[src/rtl/ras_pkg.sv]
// Shared constants and operation decode for the fetch-stage return-address stack.
package ras_pkg;

  localparam int RAS_DEPTH = 8;
  localparam int RAS_PTR_W = 3;
  localparam int ADDR_W    = 32;

  typedef enum logic [2:0] {
    OP_IDLE  = 3'd0,
    OP_PUSH  = 3'd1,
    OP_POP   = 3'd2,
    OP_REPL  = 3'd3,
    OP_FLUSH = 3'd4
  } ras_op_e;

  // flush dominates; a simultaneous push and pop replaces the top in place
  function automatic ras_op_e decode_op(input logic flush, input logic push, input logic pop);
    ras_op_e op_s;
    if (flush) begin
      op_s = OP_FLUSH;
    end else if (push && pop) begin
      op_s = OP_REPL;
    end else if (push) begin
      op_s = OP_PUSH;
    end else if (pop) begin
      op_s = OP_POP;
    end else begin
      op_s = OP_IDLE;
    end
    return op_s;
  endfunction

endpackage

[src/rtl/return_addr_stack_if.sv]
// Push/pop/flush request bundle and stack status returned to the fetch stage.
interface return_addr_stack_if #(
  parameter int AW = ras_pkg::ADDR_W
);
  logic          push;
  logic [AW-1:0] push_addr;
  logic          pop;
  logic          flush;
  logic [AW-1:0] top_addr;
  logic          top_valid;
  logic          full;
  logic          underflow;
  logic          overflow;

  modport master (
    output push, push_addr, pop, flush,
    input  top_addr, top_valid, full, underflow, overflow
  );

  modport slave (
    input  push, push_addr, pop, flush,
    output top_addr, top_valid, full, underflow, overflow
  );
endinterface

[src/rtl/ras_regfile.sv]
// Return-address storage: one synchronous write port, one asynchronous read port.
module ras_regfile import ras_pkg::*; #(
  parameter int DEPTH = RAS_DEPTH,
  parameter int PTR_W = RAS_PTR_W,
  parameter int AW    = ADDR_W
) (
  input  logic             clk,
  input  logic             rst_n,
  input  logic             we,
  input  logic [PTR_W-1:0] waddr,
  input  logic [AW-1:0]    wdata,
  input  logic [PTR_W-1:0] raddr,
  output logic [AW-1:0]    rdata
);

  logic [AW-1:0] mem_r [DEPTH];

  // entry storage, cleared asynchronously so a reset leaves top_addr at zero at once
  always_ff @(posedge clk or negedge rst_n) begin
    if (!rst_n) begin
      for (int i = 0; i < DEPTH; i++) begin
        mem_r[i] <= '0;
      end
    end else if (we) begin
      mem_r[waddr] <= wdata;
    end
  end

  assign rdata = mem_r[raddr];

endmodule

[src/rtl/return_addr_stack.sv]
// Circular return-address stack: overwrite-oldest on overflow, flushable, zero-latency top read.
module return_addr_stack import ras_pkg::*; #(
  parameter int DEPTH = RAS_DEPTH,
  parameter int PTR_W = RAS_PTR_W,
  parameter int AW    = ADDR_W
) (
  input  logic          clk,
  input  logic          rst_n,
  return_addr_stack_if.slave bus
);

  localparam logic [PTR_W-1:0] PTR_ONE  = PTR_W'(1);
  localparam logic [PTR_W:0]   CNT_ONE  = (PTR_W+1)'(1);
  localparam logic [PTR_W:0]   CNT_FULL = (PTR_W+1)'(DEPTH);

  ras_op_e          op_s;
  logic [PTR_W-1:0] tp_r, tp_nxt_s;
  logic [PTR_W:0]   count_r, count_nxt_s;
  logic             underflow_r, underflow_nxt_s;
  logic             overflow_r, overflow_nxt_s;
  logic             we_s;
  logic [PTR_W-1:0] waddr_s;
  logic [AW-1:0]    wdata_s;
  logic [AW-1:0]    rdata_s;
  logic             empty_s;
  logic             full_s;

  assign empty_s = (count_r == '0);
  assign full_s  = (count_r == CNT_FULL);

  // next pointer/count, write request and error pulses for this edge
  always_comb begin
    op_s            = decode_op(bus.flush, bus.push, bus.pop);
    tp_nxt_s        = tp_r;
    count_nxt_s     = count_r;
    underflow_nxt_s = 1'b0;
    overflow_nxt_s  = 1'b0;
    we_s            = 1'b0;
    waddr_s         = tp_r + PTR_ONE;
    wdata_s         = {bus.push_addr[AW-1:2], 2'b00};
    case (op_s)
      OP_FLUSH: begin
        count_nxt_s = '0;
      end
      OP_REPL: begin
        we_s = 1'b1;
        if (empty_s) begin
          tp_nxt_s    = tp_r + PTR_ONE;
          count_nxt_s = CNT_ONE;
        end else begin
          waddr_s = tp_r;
        end
      end
      OP_PUSH: begin
        we_s     = 1'b1;
        tp_nxt_s = tp_r + PTR_ONE;
        if (full_s) begin
          overflow_nxt_s = 1'b1;
        end else begin
          count_nxt_s = count_r + CNT_ONE;
        end
      end
      OP_POP: begin
        if (empty_s) begin
          underflow_nxt_s = 1'b1;
        end else begin
          tp_nxt_s    = tp_r - PTR_ONE;
          count_nxt_s = count_r - CNT_ONE;
        end
      end
      OP_IDLE: begin
        tp_nxt_s = tp_r;
      end
      default: begin
        tp_nxt_s = tp_r;
      end
    endcase
  end

  // control state and registered error pulses
  always_ff @(posedge clk or negedge rst_n) begin
    if (!rst_n) begin
      tp_r        <= '0;
      count_r     <= '0;
      underflow_r <= 1'b0;
      overflow_r  <= 1'b0;
    end else begin
      tp_r        <= tp_nxt_s;
      count_r     <= count_nxt_s;
      underflow_r <= underflow_nxt_s;
      overflow_r  <= overflow_nxt_s;
    end
  end

  ras_regfile #(
    .DEPTH (DEPTH),
    .PTR_W (PTR_W),
    .AW    (AW)
  ) u_regfile (
    .clk   (clk),
    .rst_n (rst_n),
    .we    (we_s),
    .waddr (waddr_s),
    .wdata (wdata_s),
    .raddr (tp_r),
    .rdata (rdata_s)
  );

  assign bus.top_addr  = rdata_s;
  assign bus.top_valid = !empty_s;
  assign bus.full      = full_s;
  assign bus.underflow = underflow_r;
  assign bus.overflow  = overflow_r;

endmodule

[src/flat_wrapper.sv]
// flat-port wrapper written by rule: the top's interface ports become plain ports
module return_addr_stack_flat import ras_pkg::*;
#(
  parameter int DEPTH = RAS_DEPTH,
  parameter int PTR_W = RAS_PTR_W,
  parameter int AW    = ADDR_W
)
  (clk, rst_n, bus_push, bus_push_addr, bus_pop, bus_flush, bus_top_addr, bus_top_valid, bus_full, bus_underflow, bus_overflow);
  return_addr_stack_if #(.AW(AW)) bus_i ();
  input  logic clk;
  input  logic rst_n;
  input wire logic [$bits(bus_i.push)-1:0] bus_push;
  input wire logic [$bits(bus_i.push_addr)-1:0] bus_push_addr;
  input wire logic [$bits(bus_i.pop)-1:0] bus_pop;
  input wire logic [$bits(bus_i.flush)-1:0] bus_flush;
  output wire logic [$bits(bus_i.top_addr)-1:0] bus_top_addr;
  output wire logic [$bits(bus_i.top_valid)-1:0] bus_top_valid;
  output wire logic [$bits(bus_i.full)-1:0] bus_full;
  output wire logic [$bits(bus_i.underflow)-1:0] bus_underflow;
  output wire logic [$bits(bus_i.overflow)-1:0] bus_overflow;
  assign bus_i.push = bus_push;
  assign bus_i.push_addr = bus_push_addr;
  assign bus_i.pop = bus_pop;
  assign bus_i.flush = bus_flush;
  assign bus_top_addr = bus_i.top_addr;
  assign bus_top_valid = bus_i.top_valid;
  assign bus_full = bus_i.full;
  assign bus_underflow = bus_i.underflow;
  assign bus_overflow = bus_i.overflow;
  return_addr_stack #(.DEPTH(DEPTH), .PTR_W(PTR_W), .AW(AW)) u_core (.clk(clk), .rst_n(rst_n), .bus(bus_i));
endmodule
[config.mk]
export PLATFORM = sky130hd
export DESIGN_NAME = return_addr_stack_flat
export DESIGN_NICKNAME = d
export VERILOG_FILES = /design/src/rtl/ras_pkg.sv /design/src/rtl/return_addr_stack_if.sv /design/src/rtl/ras_regfile.sv /design/src/rtl/return_addr_stack.sv /design/src/flat_wrapper.sv
export SDC_FILE = /design/constraint.sdc
export NUM_CORES = 1
export LEC_CHECK = 0
export CORE_MARGIN = 2
export CORE_UTILIZATION = 56
export CTS_CLUSTER_SIZE = 16
export DETAILED_ROUTE_END_ITERATION = 12
export PLACE_DENSITY = 0.81
export SETUP_SLACK_MARGIN = 0.05
export SKIP_LAST_GASP = 1
export SYNTH_ARGS = -nofsm -noshare
export SYNTH_HDL_FRONTEND = slang
export SYNTH_SLANG_ARGS = --single-unit
[constraint.sdc]
create_clock -name clk -period 2.6 [get_ports clk]
set_input_delay 0.78 -clock clk [delete_from_list [all_inputs] [get_ports clk]]
set_output_delay 0.78 -clock clk [all_outputs]
set_load 0.1 [all_outputs]
==> results of run 1 <==
## through the flow
stage	util, %	cell area (um^2)
final	72.14	14640
after global routing	72.14	14640
after CTS	71.34	14480
after detailed placement	66.36	13470
after global placement	66.36	13470
after floorplan	-	11740
## worst paths after layout
kind / from / endpoint / slack [ns] / cells past startpoint
worst min-delay path: rst_n / u_core.tp_r[0]$_DFFE_PN0P_ / 0.15 / 1
worst min register to register: u_core.u_regfile.mem_r[44]$_DFFE_PN0P_ / u_core.u_regfile.mem_r[44]$_DFFE_PN0P_ / 0.48 / 1
max in group asynchronous: rst_n / u_core.u_regfile.mem_r[62]$_DFFE_PN0P_ / 1.76 / 2
worst max register to register: u_core.tp_r[0]$_DFFE_PN0P_ / u_core.u_regfile.mem_r[122]$_DFFE_PN0P_ / 0.06 / 8
min in group clk: u_core.u_regfile.mem_r[44]$_DFFE_PN0P_ / u_core.u_regfile.mem_r[44]$_DFFE_PN0P_ / 0.48 / 1
worst max-delay path: u_core.tp_r[0]$_DFFE_PN0P_ / bus_top_addr[15] / -0.48 / 5
## state kept, by name, indices dropped and copies added (netlist names)
register,flops
u_core.bus.underflow,1
u_core.count_r,4
u_core.tp_r,3
u_core.bus.overflow,1
u_core.u_regfile.mem_r,240
## routing by layer
layer | routed length (um) | vias up
li1 | - | 2939
met2 | 13330 | 154
met1 | 10600 | 3674
met3 | 1035 | 35
met4 | 401 | 2
met5 | 16 | -
## critical path, delay by kind of cell (launching register included)
kind,cells,cell delay (ns)
mux,2,0.84
flops,1,0.48
buf+inv,3,0.45
## cell type report
cell class / instances / share of cell area (%)
inverter: 7 / 0.1794
multi-input combinational: 417 / 35.98
clock buffer: 34 / 5.067
sequential: 249 / 42.59
clock inverter: 11 / 1.025
tap: 270 / 2.307
timing repair buffer: 135 / 12.85
## cells by family after synthesis
logic type / after synthesis / share of synthesized area [%]
XOR/XNOR: 2 / 0.1503
AO/OA/AOI/OAI: 37 / 2.469
multiplexers: 333 / 38.09
buffers and inverters: 56 / 3.231
other: 1 / 0.03218
AND/OR/NAND/NOR: 38 / 1.965
flip-flops: 249 / 53.46
adder cells (fa/ha/maj): 5 / 0.6012
## cell usage in the layout (no fill, tap or decap), types with 2 or more instances in the layout
| cell | n |
|---|---|
| clkinv_4 | 4 |
| or4_4 | 2 |
| mux2_2 | 149 |
| mux2i_4 | 2 |
| mux2_4 | 18 |
| clkinv_2 | 2 |
| and3b_1 | 2 |
| mux4_2 | 60 |
| a21oi_4 | 8 |
| o21ai_0 | 5 |
| a22o_1 | 2 |
| a21oi_1 | 5 |
| clkinvlp_4 | 2 |
| a21o_1 | 2 |
| clkdlybuf4s50_1 | 32 |
| clkbuf_8 | 4 |
| inv_2 | 2 |
| clkbuf_16 | 29 |
| conb_1 | 2 |
| buf_6 | 5 |
| bufinv_16 | 3 |
| nor2_1 | 5 |
| nor4bb_1 | 2 |
| buf_12 | 58 |
| mux2_1 | 104 |
| inv_1 | 5 |
| nand2_1 | 6 |
| o221ai_2 | 4 |
| nor2b_1 | 5 |
| clkbuf_1 | 3 |
| dfrtp_2 | 2 |
| nand2b_1 | 3 |
| dfrtp_1 | 246 |
| ha_1 | 3 |
| buf_4 | 36 |
| nand4_1 | 2 |
## what timing repair did
| action | 4_1_cts | 5_1_grt |
|---|---|---|
| setup endpoints to repair | 268 | 273 |
| resized for setup | 15 | 16 |
| pin swaps | 5 | 2 |
| gates cloned | 0 | 3 |
| setup buffers | 8 | 2 |
| hold buffers | 0 | 0 |
==> flow_summary.json, run 1 <==
{
  "vias": 6804,
  "yosys_register_bits": 249,
  "fin_crit_sh_pct": 118.6,
  "initial_core_util_pct": 57.41,
  "die_h_um": 148.3,
  "worst-path-max-fanout": 6,
  "ant_nets": 0,
  "hold_viol": 0,
  "placed_cells": 1065,
  "slowest_stage": "mux4_2",
  "grt_use_met1_pct": 30.96,
  "synth_area_um2": 11650,
  "via_per_inst": 6.059,
  "synthCells": 721,
  "initialDrtViolationCount": 269,
  "htree_levels": 1,
  "skew_ns": 0.01330,
  "yosys.area.top_type_share_pct": 53.46,
  "seq_area_um2": 6237,
  "netlist_top_cells_count": "dfrtp_1 (249), mux2_2 (167), mux2_1 (104)",
  "multi_input_area_um2": 5269,
  "gr-usage-met3_pct": 3.221,
  "path_common_cell": "buf_12",
  "cpPeakStageDelay_ns": 0.51,
  "clkSinkCount": 249,
  "worstPathArrival_ns": 2.30,
  "whs_ns": 0.1525,
  "cp.required_ns": 1.82,
  "grt_use_met2_pct": 41.94,
  "insertedDiodeCount": 0,
  "hpwl_mm": 15.75,
  "gp_congestion": 0.8349,
  "synth_flop_cell": "dfrtp_1",
  "rsz0062_at_grt": "true",
  "fp.dieW_um": 148.3,
  "wl_per_cell_um": 22.60,
  "yosysMostFrequentCell": "dfrtp_1",
  "cts_buffers": 26,
  "yosysWarnings": 0,
  "grt_max_degree": 73,
  "synth.avg_cell_area_um2": 16.16,
  "slew_violations": 0,
  "crit_chain": "buf_12 > buf_12 > mux4_2 > mux2_2 > buf_12",
  "grt_pass1_wl_mm": 40.68,
  "violations": "negative setup slack",
  "synthArstFlopShare_pct": 100.0,
  "cts_tree": "done",
  "area_growth_pct": 25.65,
  "max_freq_mhz": 324.3,
  "rows": 52,
  "finalNetCount": 878,
  "synth_area_leader_cell": "dfrtp_1",
  "setup_tns_ns": -13.18,
  "layout_min_cycle_time_ns": 3.084,
  "core_area_um2": 20300,
  "fillers": 1190,
  "yosysUniqueCellTypes": 47,
  "drive_above_1_share_pct": 47.25,
  "dp_slack_ns": -0.5463,
  "dr.pass1.iters": 4,
  "fin_ws_ns": -0.4837,
  "post-route-drc-count": 0,
  "ys_seq_area_share_pct": 53.46,
  "grt-ovfl-total": 0,
  "antenna_found_initial": 1,
  "grt_pass1_vias": 7512,
  "status": "finished, violations left",
  "busiest_layer": "met2",
  "clockBufferDepth": 3,
  "setup_viol": 31,
  "clk_latency_ns": 0.53,
  "min_path_type": "in -> async",
  "gr-usage-all-layers_pct": 23.55,
  "portBuffers": 68,
  "synth_edf_count": 0,
  "die-area_um2": 21980,
  "cts.clk_slew.worst_paths_ns": 0.07,
  "root_buffer": "clkbuf_16",
  "fin_cells": 1123,
  "start_kind": "register",
  "yosys-top-cells-area": "dfrtp_1 (53%), mux2_2 (16%), mux4_2 (12%)",
  "cap_violations": 0,
  "drt_wl_total_mm": 25.38,
  "worstSetupEndpointType": "output port",
  "critPathKind": "reg -> out",
  "top_level_ports": 73
}
Power of run 1 is left out: the tool's default activity adds up to more than one toggle a clock period on the data nets, which glitch-free logic cannot reach.
==> inputs of run 2 (changes only) <==
--- a/config.mk
+++ b/config.mk
@@ -5,7 +5,7 @@
 export SDC_FILE = /design/constraint.sdc
 export NUM_CORES = 1
 export LEC_CHECK = 0
-export CORE_MARGIN = 2
+export CORE_MARGIN = 10
 export CORE_UTILIZATION = 56
 export CTS_CLUSTER_SIZE = 16
 export DETAILED_ROUTE_END_ITERATION = 12
==> flow_summary.json, run 2 (synthesized netlist as in run 1, its figures left out) <==
{
  "tightest_slew_ns": 0.5580,
  "layout_min_cycle_time_ns": 3.146,
  "clkSinkCount": 249,
  "mostFrequentLayoutCells": "dfrtp_1 (244), mux2_2 (124), mux2_4 (124)",
  "crit_chain": "buf_12 > buf_16 > mux4_2 > mux2_4 > buf_12",
  "status": "finished, violations left",
  "max_slew_margin_pct": 62.80,
  "clk_latency_ns": 0.54,
  "drive_above_1_share_pct": 59.76,
  "setup_viol": 186,
  "initialDrtViolationCount": 592,
  "violations": "negative setup slack",
  "crit_start": "u_core.tp_r[0]$_DFFE_PN0P_",
  "cts_tree": "done",
  "cpPeakStageDelay_ns": 0.54,
  "cap_violations": 0,
  "grt_pass1_wl_mm": 47.36,
  "final_common_cell": "dfrtp_1",
  "gp_congestion": 0.8059,
  "skew_ns": 0.01626,
  "grt-ovfl-total": 0,
  "cp.required_ns": 1.82,
  "antenna_found_initial": 1,
  "grt_max_degree": 67,
  "area_growth_pct": 38.07,
  "worstSetupEndpointType": "output port",
  "clockBufferDepth": 3,
  "hold_viol": 0,
  "regMostFlops": "u_core.u_regfile.mem_r",
  "critPathKind": "reg -> out",
  "fillers": 939,
  "core_area_um2": 20360,
  "worstPathArrival_ns": 2.37,
  "hpwl_mm": 16.75,
  "dr.pass1.iters": 5,
  "largest_reg_flops": 240,
  "post-route-drc-count": 0,
  "vias": 7608,
  "drt_wl_total_mm": 36.50,
  "rr_startpoint": "u_core.tp_r[0]$_DFFE_PN0P_",
  "cts.clk_slew.worst_paths_ns": 0.06,
  "cts_buffers": 26,
  "ant_nets": 0,
  "via_per_inst": 6.453,
  "grt_pass1_vias": 8112,
  "htree_levels": 1,
  "die_h_um": 164.3,
  "initial_core_util_pct": 57.23,
  "fin_cells": 1179,
  "start_kind": "register",
  "path_common_cell": "buf_12",
  "worst-path-max-fanout": 7,
  "root_buffer": "clkbuf_16",
  "top_level_ports": 73,
  "fin_ws_ns": -0.5461,
  "gr-usage-all-layers_pct": 22.66,
  "min_path_type": "in -> async",
  "portBuffers": 68,
  "die-area_um2": 26980,
  "wl_per_cell_um": 30.96,
  "slowest_stage": "mux4_2",
  "rsz0062_at_grt": "true",
  "rows": 52,
  "max_freq_mhz": 317.9,
  "fin_crit_sh_pct": 121.0,
  "placed_cells": 1063,
  "dp_slack_ns": -0.4758,
  "reg.largest.list": "u_core.u_regfile.mem_r (240), u_core.count_r (4), u_core.tp_r (3)",
  "finalNetCount": 929,
  "slew_violations": 0,
  "fp.dieW_um": 164.3
}
## run 2: changes by cell type in the layout (fill, tap and decap cells not counted), moves of 5 or more
cell and delta:
mux2_4 +106, buf_6 +15, buf_4 +5, clkbuf_16 +13, mux2_2 -25, mux2_1 -81, buf_12 +6, buf_16 +9
## run 2: cell type report
type                       count  area (um^2)  area share [%]
antenna                        2        5.005         0.03110
clock buffer                  40        794.5           4.937
clock inverter                 8        118.9          0.7387
inverter                       7        31.28          0.1944
multi-input combinational    417         5738           35.66
sequential                   249         6240           38.78
tap                          270        337.8           2.099
timing repair buffer         186         2826           17.56
## run 2: through the flow
step           util [%]  hold WS [ns]    TNS, ns  cell area [um^2]
6_report          79.02        0.1931     -21.89             16090
4_1_cts           74.09        0.2121     -14.17             15090
2_1_floorplan         -        0.4524  -0.003761             11740
5_1_grt           79.01        0.2172     -27.23             16090
3_3_place_gp      66.20        0.4612     -82.29             13480
3_5_place_dp      66.20        0.4686     -92.52             13480
## run 2: path summary, 6_finish.rpt
check	cells after the start	slack, ns	to
worst max-delay path	5	-0.55	bus_top_addr[30]
worst min-delay path	1	0.19	u_core.count_r[1]$_DFFE_PN0P_
worst max register to register	11	-0.10	u_core.u_regfile.mem_r[209]$_DFFE_PN0P_
worst min register to register	1	0.49	u_core.u_regfile.mem_r[85]$_DFFE_PN0P_
max in group asynchronous	2	1.63	u_core.u_regfile.mem_r[132]$_DFFE_PN0P_
min in group clk	1	0.49	u_core.u_regfile.mem_r[85]$_DFFE_PN0P_
## run 2: critical path: cells and delay by family, from the launching register on
| kind | cells | cell delay (ns) |
|---|---|---|
| buffers and inverters | 3 | 0.50 |
| muxes | 2 | 0.87 |
| DFF | 1 | 0.46 |
## run 2: per-layer routing
layer / vias up / share of wire, % / track usage (%)
li1: 3036 / - / -
met1: 4083 / 39 / 27.50
met2: 397 / 51 / 39.39
met3: 92 / 6.2 / 4.255
met4: 0 / 3.5 / 8.408
met5: - / 0 / 0
## run 2: repair_timing
item                                    CTS  global route
gates cloned                              7            15
pin swaps                                 7            14
endpoints found under the setup margin   82           264
gates resized for setup                  53           130
buffers inserted                         33            14
endpoints found under the hold margin     0             0
hold buffers                              0             0
Power of run 2 is left out for the same reason.
==> RTL edit 1, RTL diff (settings of run 2) <==
`ADDR_W`: 32 -> 16.
--- a/src/rtl/ras_pkg.sv
+++ b/src/rtl/ras_pkg.sv
@@ -4,5 +4,5 @@
   localparam int RAS_DEPTH = 8;
   localparam int RAS_PTR_W = 3;
-  localparam int ADDR_W    = 32;
+  localparam int ADDR_W    = 16;
 
   typedef enum logic [2:0] {
Interface: changed (resized bus_push_addr and bus_top_addr); port bits go from 73 to 41. The function was not compared with the original's and may differ.
==> RTL edit 1 against run 2 <==
Area after synthesis shrank 49%. Setup slack better by 0.29 ns. The run still ends with setup timing left. Cell count fell by 45%. Sequential cell count decreased by 128. Wire length decreased by 62%. Via count decreased by 50%. Fmax grew 10%. Cell area is 52% lower.
Power is left out: the tool's default activity adds up to more than one toggle a clock period on the data nets, which glitch-free logic cannot reach.
==> RTL edit 1: results (changes against run 2) <==
* Hold_ws at 0.193 ns (about the same)
* Multiplexer share of the synthesized area at 33.0% (was 38.1%)
* Failing checks: setup timing (unchanged)
* Clk root buf: clkbuf_8 (was clkbuf_16)
* Fillcell total at 583 (was 939)
* DR iter-0 viols at 296 (was 592)
* Final Worst Setup Slack at -0.256 ns (was -0.546 ns)
* Worst Path Max Fanout at 15 (was 7)
* Post-synthesis xor/xnor area fraction at 0.737% (was 0.150%)
* Final nets at 526 (was 929)
* Synth Area in Adders at 1.18% (was 0.601%)
* Global-route wire length before repair at 22.8 mm (was 47.4 mm)
* Port buffer count at 36 (was 68)
* # resized after CTS at 7 (was 53)
* Layout Skew at 0.00906 ns (was 0.0163 ns)
* Via Count at 3828 (was 7608)
* Hpwl dp at 8.94 mm (was 16.8 mm)
* Finish-stage setup viols at 14 (was 186)
* Clk buf depth at 2 (was 3)
* Postcts setup bufs at 2 (was 33)
* Share of cells above drive strength 1 at 53.6% (was 59.8%)
* Clk_lat worst skew at 0.52 ns (was 0.54 ns)
* Setup crit end: bus_top_addr[3] (was bus_top_addr[30])
* Status: complete, but fails checks (unchanged)
* Reg-to-Reg Start: u_core.count_r[3] (was u_core.tp_r[0])
* Synth top area cells: dfrtp_1 (51%), mux2_2 (19%), mux4_2 (11%), nand2_1 (3.0%), mux2_4 (2.5%) (was dfrtp_1 (53%), mux2_2 (16%), mux4_2 (12%), mux2_1 (10%), buf_6 (1.4%))
* Post-synthesis sequential area ratio at 51.0% (was 53.5%)
==> RTL edit 1: changes by cell type in the layout (fill, tap and decap cells not counted), sizes merged, moves of 31 or more <==
cell    delta
clkbuf    -31
nand2     +40
mux4      -32
dfrtp    -128
buf       -62
mux2     -157
==> RTL edit 1: worst max-delay path, cell delays in order, from the launching register on <==
cell and delay [ns]:
dfrtp_2 0.45, buf_12 0.20, mux4_2 0.53, nand2_1 0.14, nand2_4 0.06, buf_12 0.16
==> RTL edit 1: layout make-up <==
class	count	area [µm²]	area share, %
Sequential cell	121	3030	39.4
Timing Repair Buffer	93	1040	13.5
Clock inverter	8	95.1	1.23
Multi-Input combinational cell	261	2880	37.4
Clock buffer	24	460	5.98
Tap cell	136	170	2.21
Inverter	6	22.5	0.292
==> RTL edit 1: metal layers <==
layer	GRT usage (%)	vias to the layer above	part of all wire, %
met5	0	-	0
met4	8.37	0	2.6
met1	23.2	1988	42
met2	32.6	106	51
li1	-	1703	-
met3	5.29	31	4.5
==> RTL edit 2, RTL diff (config.mk and constraints of run 2) <==
Made on the original files. Compare `count_r` against `CNT_FULL` with >= in place of ==.
--- a/src/rtl/return_addr_stack.sv
+++ b/src/rtl/return_addr_stack.sv
@@ -27,5 +27,5 @@
 
   assign empty_s = (count_r == '0);
-  assign full_s  = (count_r == CNT_FULL);
+  assign full_s  = (count_r >= CNT_FULL);
 
   // next pointer/count, write request and error pulses for this edge
Formal check against the unedited RTL: same outputs for any inputs over 4 cycles, from zero or initial values and one cycle with rst_n low; that may be too few to reach the edited logic, so the function may still have changed.
==> RTL edit 2 against run 2 <==
The flow still finishes with violations (setup timing). Setup slack gained 0.15 ns. Critical path depth grew 1. Area after synthesis grew 6.1%. Count of clock-buffer cells in the layout shrank 5. Synthesized cell count grew 7.8%. First-iteration DRC count shrank 30%. Cell area shrank 3.5%. Sequential cell count is the same. Global-route usage shrank 2.6 points. Wire length shrank 21%.
Power is left out: the tool's default activity adds up to more than one toggle a clock period on the data nets, which glitch-free logic cannot reach.
==> RTL edit 2: results (changes against run 2) <==
* Hold Crit Class: primary input to asynchronous set/reset pin (unchanged)
* Hold_ws at 0.219 ns (was 0.193 ns)
* Finish-stage setup viols at 30 (was 186)
* Fillcell total at 1332 (was 939)
* Placed standard-cell area at 14200 µm² (was 13500 µm²)
* Sum Neg Setup Slack at -9.63 ns (was -21.89 ns)
* Largest net degree at the start of global routing at 70 (was 67)
* Layout Skew at 0.0104 ns (was 0.0163 ns)
* DR vias/cell at 6.03 (was 6.45)
* Vias in the first global route at 8087 (was 8112)
* GR Util All Layers at 20.0% (was 22.7%)
* Share of cells above drive strength 1 at 50.4% (was 59.8%)
* Synth top area cells: dfrtp_1 (50%), mux2_4 (18%), mux4_2 (11%), mux2_1 (8.2%), nand2_1 (2.8%) (was dfrtp_1 (53%), mux2_2 (16%), mux4_2 (12%), mux2_1 (10%), buf_6 (1.4%))
* Critical path's top delay family: multiplexers (unchanged)
* Reg2Reg Setup Slack at 0.12 ns (was -0.10 ns)
* Status: complete, but fails checks (unchanged)
* RePlAce Congestion at 0.797 (was 0.806)
* FF-to-FF path depth at 9 (was 11)
* Critical path's largest stage delay at 0.57 ns (was 0.54 ns)
* CTS Buf Count at 26 (unchanged)
* Mean routed wirelength per cell at 24.5 µm (was 31.0 µm)
* Synth Area in Adders at 0.567% (was 0.601%)
* List of most frequent post-synthesis cells: dfrtp_1 (249), mux2_4 (150), nand2_1 (92), mux2_1 (90), mux4_2 (60) (was dfrtp_1 (249), mux2_2 (167), mux2_1 (104), mux4_2 (60))
* Multiplexer share of the synthesized area at 37.8% (was 38.1%)
* Worst Path Max Fanout at 8 (was 7)
* Worst-Margin Slew at 0.645 ns (was 0.558 ns)
* DR iter-0 viols at 414 (was 592)
* Postcts setup bufs at 3 (was 33)
* Reg-to-reg endpoint: u_core.u_regfile.mem_r[82] (was u_core.u_regfile.mem_r[209])
* Hpwl dp at 17.7 mm (was 16.8 mm)
* Worst Path Arrival at 2.22 ns (was 2.37 ns)
* Final Worst Setup Slack at -0.396 ns (was -0.546 ns)
* Post-synthesis sequential area ratio at 50.4% (was 53.5%)
* Setup crit end: bus_top_addr[31] (was bus_top_addr[30])
* Router iterations before antenna repair at 4 (was 5)
* Compound-Gate Fraction of Synth Area at 3.44% (was 2.47%)
* Global-route wire length before repair at 46.2 mm (was 47.4 mm)
* Final nets at 922 (was 929)
* Htree depth at 1 (unchanged)
* Post-synthesis xor/xnor area fraction at 0.354% (was 0.150%)
* Failing checks: setup timing (unchanged)
* Yosys cell types at 45 (was 47)
* Via Count at 7117 (was 7608)
* Dpl cells at 1123 (was 1063)
* Pre-CTS setup slack at -0.526 ns (was -0.476 ns)
* # resized after CTS at 43 (was 53)
* CP max-delay cell: mux4_2 (unchanged)
* Cells after Synth at 777 (was 721)
==> RTL edit 2: cell types whose count changed in the layout (fill, tap and decap cells not counted), sizes merged, moves of 6 or more <==
cell,run 2,this run
mux2,271,241
inv,7,13
buf,138,92
clkbuf,55,37
nor2b,7,0
a21oi,14,4
a31oi,1,9
nand2,7,92
==> RTL edit 2: routing by layer <==
layer,vias up,wire length [µm],GRT usage (%)
met1,3853,11900,25.1
met4,0,772,5.87
met2,165,15200,35.4
met3,51,1020,2.71
met5,-,0,0
li1,3048,-,-
==> RTL edit 2: cell type report <==
type / instances / area, µm² / share of cell area, %
clock buffer: 35 / 766 / 4.93
inverter: 12 / 45.0 / 0.290
clock inverter: 13 / 230 / 1.48
sequential: 249 / 6240 / 40.2
timing repair buffer: 127 / 1830 / 11.8
antenna: 1 / 2.50 / 0.0161
multi-input combinational: 464 / 6070 / 39.1
tap: 280 / 350 / 2.26
